### config.mk
export PLATFORM = sky130hd
export DESIGN_NAME = note_sequencer
export DESIGN_NICKNAME = d
export VERILOG_FILES = /design/src/rtl/note_sequencer.sv
export SDC_FILE = /design/constraint.sdc
export NUM_CORES = 1
export LEC_CHECK = 0
export CAP_MARGIN = 0
export CORE_UTILIZATION = 55
export DETAILED_ROUTE_END_ITERATION = 10
export PLACE_DENSITY = 0.85
export SYNTH_ARGS = -nofsm -noshare
export SYNTH_HDL_FRONTEND = slang
export SYNTH_SLANG_ARGS = --single-unit
### constraint.sdc
create_clock -name clk_i -period 16.7 [get_ports clk_i]
set_input_delay 3.34 -clock clk_i [delete_from_list [all_inputs] [get_ports clk_i]]
set_output_delay 3.34 -clock clk_i [all_outputs]
set_load 0.02 [all_outputs]
### src/rtl/note_sequencer.sv
// Table-driven note sequencer: steps a 16-entry {note,dur} table and drives NOTE/GATE to a DDS.
// Latency: one LOAD cycle per entry, then dur*TICK_DIV PLAY cycles and GAP_TICKS*TICK_DIV GAP cycles.
// Backpressure: none; START is ignored while busy, STOP aborts at the next edge, table writes only when idle.
module note_sequencer #(
    parameter int TICK_DIV  = 1000,
    parameter int GAP_TICKS = 1,
    parameter int LOOP      = 1
) (
    input  logic       clk_i,
    input  logic       rst_i,
    input  logic       start_i,
    input  logic       stop_i,
    input  logic       wr_en_i,
    input  logic [3:0] wr_addr_i,
    input  logic [7:0] wr_note_i,
    input  logic [3:0] wr_dur_i,
    output logic [7:0] note_o,
    output logic       gate_o,
    output logic       note_stb_o,
    output logic [3:0] step_o,
    output logic       busy_o
);

    typedef enum logic [1:0] {S_IDLE, S_LOAD, S_PLAY, S_GAP} state_t;

    localparam logic [15:0] PRESC_MAX = 16'(TICK_DIV - 1);
    localparam logic [3:0]  GAP_CNT   = 4'(GAP_TICKS);

    state_t      state_q, state_d;
    logic [7:0]  note_q, note_d;
    logic        gate_q, gate_d;
    logic        stb_q, stb_d;
    logic [3:0]  step_q, step_d;
    logic [15:0] presc_q, presc_d;
    logic [3:0]  cnt_q, cnt_d;

    logic [7:0]  tbl_note_q [16];
    logic [3:0]  tbl_dur_q  [16];

    logic        busy;
    logic        tick;
    logic [7:0]  cur_note;
    logic [3:0]  cur_dur;

    assign busy     = (state_q != S_IDLE);
    assign tick     = (presc_q == PRESC_MAX);
    assign cur_note = tbl_note_q[step_q];
    assign cur_dur  = tbl_dur_q[step_q];

    // Table storage: writable only while idle so a running sequence never sees a torn entry.
    always_ff @(posedge clk_i or posedge rst_i) begin
        if (rst_i) begin
            for (int i = 0; i < 16; i++) begin
                tbl_note_q[i] <= 8'd0;
                tbl_dur_q[i]  <= 4'd0;
            end
        end else if (wr_en_i && !busy) begin
            tbl_note_q[wr_addr_i] <= wr_note_i;
            tbl_dur_q[wr_addr_i]  <= wr_dur_i;
        end
    end

    // State and output registers.
    always_ff @(posedge clk_i or posedge rst_i) begin
        if (rst_i) begin
            state_q <= S_IDLE;
            note_q  <= 8'd0;
            gate_q  <= 1'b0;
            stb_q   <= 1'b0;
            step_q  <= 4'd0;
            presc_q <= 16'd0;
            cnt_q   <= 4'd0;
        end else begin
            state_q <= state_d;
            note_q  <= note_d;
            gate_q  <= gate_d;
            stb_q   <= stb_d;
            step_q  <= step_d;
            presc_q <= presc_d;
            cnt_q   <= cnt_d;
        end
    end

    // Next-state logic: cnt_q counts remaining ticks of the current PLAY or GAP phase.
    always_comb begin
        state_d = state_q;
        note_d  = note_q;
        gate_d  = gate_q;
        stb_d   = 1'b0;
        step_d  = step_q;
        presc_d = presc_q;
        cnt_d   = cnt_q;

        case (state_q)
            S_IDLE: begin
                if (start_i) begin
                    state_d = S_LOAD;
                    step_d  = 4'd0;
                end
            end
            S_LOAD: begin
                if (cur_dur == 4'd0) begin
                    // End marker: rewind, then either replay at once or park.
                    step_d  = 4'd0;
                    state_d = (LOOP != 0) ? S_LOAD : S_IDLE;
                end else begin
                    state_d = S_PLAY;
                    note_d  = cur_note;
                    gate_d  = (cur_note != 8'd0);
                    stb_d   = 1'b1;
                    cnt_d   = cur_dur;
                    presc_d = 16'd0;
                end
            end
            S_PLAY: begin
                presc_d = tick ? 16'd0 : presc_q + 16'd1;
                if (tick) begin
                    if (cnt_q == 4'd1) begin
                        gate_d = 1'b0;
                        if (GAP_TICKS == 0) begin
                            state_d = S_LOAD;
                            step_d  = step_q + 4'd1;
                        end else begin
                            state_d = S_GAP;
                            cnt_d   = GAP_CNT;
                        end
                    end else begin
                        cnt_d = cnt_q - 4'd1;
                    end
                end
            end
            S_GAP: begin
                presc_d = tick ? 16'd0 : presc_q + 16'd1;
                if (tick) begin
                    if (cnt_q == 4'd1) begin
                        state_d = S_LOAD;
                        step_d  = step_q + 4'd1;
                    end else begin
                        cnt_d = cnt_q - 4'd1;
                    end
                end
            end
            default: state_d = S_IDLE;
        endcase

        // STOP overrides everything, including a simultaneous START; NOTE keeps its value.
        if (stop_i) begin
            state_d = S_IDLE;
            gate_d  = 1'b0;
            stb_d   = 1'b0;
            step_d  = 4'd0;
            presc_d = 16'd0;
            cnt_d   = 4'd0;
        end
    end

    assign note_o     = note_q;
    assign gate_o     = gate_q;
    assign note_stb_o = stb_q;
    assign step_o     = step_q;
    assign busy_o     = busy;

endmodule

After elaboration in Yosys (flattened, before gate mapping). Cells that the tools add are included.

Logic and storage cells: 124. Output and inout bits: 15. Bits in registers: 228.

Reductions and logical operators: 18. $lt $le $gt $ge: 3. Add/sub/neg operators: 3. Bitwise logic cells: 3. Multiplexer cells: 45. Eq/ne operators: 13.

Operators with widths (number): 128-bit bitwise mux (1); 64-bit bitwise mux (1); 4-bit 2-to-1 mux (14); 16-bit 2-to-1 mux (3); 8-bit binary-select mux with 4-bit select (1); 8-bit demux with 4-bit select (1); 16-bit case mux with 2 select lines (1); 8-bit 2-to-1 mux (3); 3-bit inequality test (second input constant) (8); 4-bit case mux with 3 select lines (2); 16-bit by 1-bit adder with 16-bit output (second input constant) (1); 4-bit binary-select mux with 4-bit select (1); 4-bit demux with 4-bit select (1); 16-bit by 10-bit == test with 1-bit output (second input constant) (1); 5-bit AND reduction (3); 2-bit 2-to-1 mux (7); 5-bit greater-or-equal comparator (second input constant) (2); 4-bit inverter with 5-bit output (2); 2-bit case mux with 4 select lines (1); 4-bit nonzero test (2); 8-bit nonzero test (1); 1-bit 2-to-1 mux (7); 3-bit nonzero test (2); 5-bit by 1-bit less-than comparator with 1-bit output (second input constant) (1); other kinds (15) (18).

Logic depth before layout (Yosys ltp).
Depth in word-level cells: 8. Mapped depth: 10.

Worst setup path after synthesis. OpenSTA, ideal clock, no wires.

Kind: input-to-reg. Start point: input wr_en_i. End point: register tbl_note_q[24] (netlist name). Stages on the path: 4. Setup slack: 12023 ps. Buffers on the path: 1. Arrival: 4553 ps. Cell sequence: nand2_1 -> nor4_1 -> clkbuf_1 -> mux2_2.

Cells in the longest elaborated chain, start to end: 1.

Ends and longest elaborated chain: start: declaration (line 13) `input logic wr_en_i,`; 1-bit logical AND (line 57) `end else if (wr_en_i && !busy) begin`; end signal: indexed assignment (line 58) `tbl_note_q[wr_addr_i] <= wr_note_i;`; end: declaration (line 37) `logic [7:0] tbl_note_q [16];`.

Every way passes these cells. A chain may end at the register's enable or synchronous reset.

Final worst setup path.
Start point: register step_q[0] (netlist: step_o[0]). End point: output step_o[0].

RTL lines: start: declaration (line 33) `logic [3:0] step_q, step_d;`; start signal: assignment (line 78) `step_q <= step_d;`; end: declaration (line 20) `output logic [3:0] step_o,`.

No word-level cell between the ends.

==> results_dict.tcl <==
set metrics [dict create \
    outcome "finished clean" \
    worstSetupStartpointType "flip-flop" \
    synth.avg_cell_area_um2 13.9 \
    clock-sinks 228 \
    dpl.hpwl_mm 14.2 \
    tns_ns 0 \
    clkLatencyLatePin_ns 0.51 \
    synth-xor-area-share_pct 0.163 \
    synth_area_um2 10700 \
    drtIter0Drc 413 \
    initial_utilization_pct 56.8 \
    ios 36 \
    portBuffers 35 \
    fin_crit_ns 5.75 \
    vias_per_cell 6.31 \
    synthMuxAreaShare_pct 31.1 \
    relSlewSlack_pct 14.1 \
    synth_area_leaders "dfrtp_1 53%, mux2_2 21%, mux4_2 10%" \
    fp.dieH_um 142 \
    worstSetupEndpointType "output pin" \
    r2r-end "presc_q[3]" \
    synth_cell_type_count 52 \
    worst_slack_ns 10.95 \
    die_w_um 142 \
    cap_violations 0 \
    drive_gt1_share_pct 38.5 \
    synth_top_area_share_pct 53.2 \
    fillers 1395 \
    routed_wl_mm 23.5 \
    synthTopCellsByCount "228 x dfrtp_1, 200 x mux2_2, 48 x mux4_2" \
    tightest_slew_ns 1.28 \
    use_met3_pct 4.35 \
    diodes 0 \
    yosysWarningCount 0 \
    busiest_layer "met2" \
    drt_first_pass_iters 7 \
    cts_setup_buffers 0 \
    min-delay-start "presc_q[15]" \
    core_area_um2 18900 \
    synth_top_area_cell "dfrtp_1" \
    r2r_setup_slack_ns 12.92 \
    wl_per_cell_um 22.1 \
    cp.required_ns 13.36 \
    ys.flop_type "dfrtp_1" \
    fin_skew_ns 0.00732 \
    globalRouteOverflowTotal 0 \
    grt_pass1_wl_mm 38.1 \
    drv_slew 0 \
    path_class "reg -> out" \
    yosys.area_share.simple_pct 5.89 \
    grt_antenna_before_repair 0 \
    setup_viol 0 \
    final-hold-violation-count 0 \
    leakagePower_nw 5.11 \
    use_met1_pct 34.3 \
    crit_buf_inv 1 \
    cts_tree "done" \
    crit_family "flip-flops" \
    die_area_um2 20100 \
    ant_nets 0 \
    r2r_start "step_o[0]" \
    drc 0 \
    vias 6703 \
    critPathMaxFanout 53 \
    power_density_nw_per_um2 140 \
    met2_usage_pct 40.0 \
    rr_worst_depth 7 \
    ctsResizeCount 0 \
    cts_made_buffers 23 \
    synth-seq-cells 228 \
    syn_to_final_growth_pct 12.0 \
    syn_nets 799 \
    globalRouteTotalUtil_pct 24.6 \
    ir_worst_vdd_mv 0.101 \
    gp_congestion 0.866 \
    slowest_delay_ns 1.13 \
    synth_top_family_by_area "multiplexers" \
    first_global_vias 6974 \
    clockBufferDepth 3 \
    hold_end "presc_q[15]" \
    syn_inst 770 \
    grt_start_max_net_pins 152 \
    max_clock_freq_ghz 0.174 \
    path_cells "clkdlybuf4s50_1" \
    worstPathArrival_ns 2.41 \
    synth-edff-count 0 \
    ys_async_sr_fraction_pct 100 \
    rows 50 \
    yosysMostFrequentCell "dfrtp_1" \
    postCtsHoldBufs 0 \
    fin_crit_sh_pct 34.4 \
    clkTransAtPathRegs_ns 0.06 \
    synth_compound_area_share_pct 6.13 \
    hp-class "reg -> reg" \
    yosysSeqAreaShare_pct 53.2 \
    hold_depth 1 \
    final_net_count 816 \
    htreeDepth 1 \
    pre_cts_ws_ns 10.94 \
    synthAdderAreaFrac_pct 0.933 \
    root_buffer "clkbuf_16" \
    crit_slowest_cell "dfrtp_4" \
    rsz0062_at_grt "false" \
]
[cell type report]
cell class / count / area (µm²) / share of cell area, %
Inverter: 15 / 63.8 / 0.531
Clock inverter: 9 / 76.3 / 0.635
Sequential cell: 228 / 5710 / 47.5
Tap cell: 260 / 325 / 2.71
Timing Repair Buffer: 46 / 433 / 3.60
Clock buffer: 32 / 659 / 5.48
Multi-Input combinational cell: 473 / 4760 / 39.6
[power by group]
group / total (mW) / internal [mW] / leakage, nW / switching (mW)
combinational: 0.383 / 0.222 / 1.85 / 0.161
sequential: 0.801 / 0.716 / 2.89 / 0.0852
clock: 0.505 / 0.291 / 0.366 / 0.214
total: 1.69 / 1.23 / 5.11 / 0.460
[cell families (layout without fill, tap and decap cells)]
kind of cell | count (synthesis) | count (layout)
fa+ha+maj | 8 | 8
xor+xnor | 2 | 2
compound gates | 88 | 88
mux | 249 | 249
buf+inv | 69 | 102
flops | 228 | 228
simple gates | 126 | 126
[through the flow]
step	hold slack (ns)	util (%)	power, mW	area [µm²]	instances
2_1_floorplan	0.444	-	1.08	10700	770
3_3_place_gp	0.468	59.8	1.16	11300	1022
3_5_place_dp	0.469	59.8	1.19	11300	1022
4_1_cts	0.484	63.6	1.69	12000	1063
5_1_grt	0.507	63.6	1.77	12000	1063
6_report	0.493	63.6	1.69	12000	1063
[metal layers]
metal,wire (µm),part of all wire (%)
met5,0,0
met4,633,2.7
met3,1410,6.0
met2,11200,48
met1,10300,44
[registers in the layout (all words and copies together), names as in the netlist]
name,flops
tbl_note_q,128
tbl_dur_q,64
presc_q,16
note_o,8
cnt_q,4
step_o,4
state_q,2
gate_o,1
note_stb_o,1
[cell usage in the layout (no fill, tap or decap), types with 3 or more instances in the layout]
master             n
inv_1             14
buf_4             11
nand3_1           13
clkbuf_16         23
a22o_1             3
nor2_1            25
nand4_1            5
nor4_1             3
nor2b_1            4
clkinv_2           6
dfrtp_1          226
mux4_2            48
clkbuf_1           4
mux2_2           200
a211o_1            4
nand2_1           40
or3_1              4
a22oi_1           24
a221o_1            3
clkdlybuf4s50_1   35
clkbuf_8           5
or4_1              4
nand2b_1           6
o31ai_1           11
nor3_1             6
ha_1               8
a31o_2             4
and2_1             6
a21oi_1            8
o21ai_0            9
[worst max path at each step]
stage	from	end	slack [ns]	cells after the start
final	step_o[0]	step_o[0]	10.95	1
after global routing	step_o[0]	step_o[0]	10.79	1
after CTS	step_o[0]	step_o[0]	10.88	1
after detailed placement	stop_i	cnt_q[0]	10.94	6
after global placement	rst_i	tbl_note_q[77]	11.02	3
after floorplan	rst_i	cnt_q[0]	7.11	1
[worst reg2reg max path: stages, from the launching register on]
cell and delay, ns:
dfrtp_4 1.13, mux4_2 0.64, a22oi_1 0.21, nand2_1 0.16, nor4_4 0.58, a21oi_2 0.32
nand2_1 0.45, o32ai_1 0.16
(Power assumes the default switching activity.)
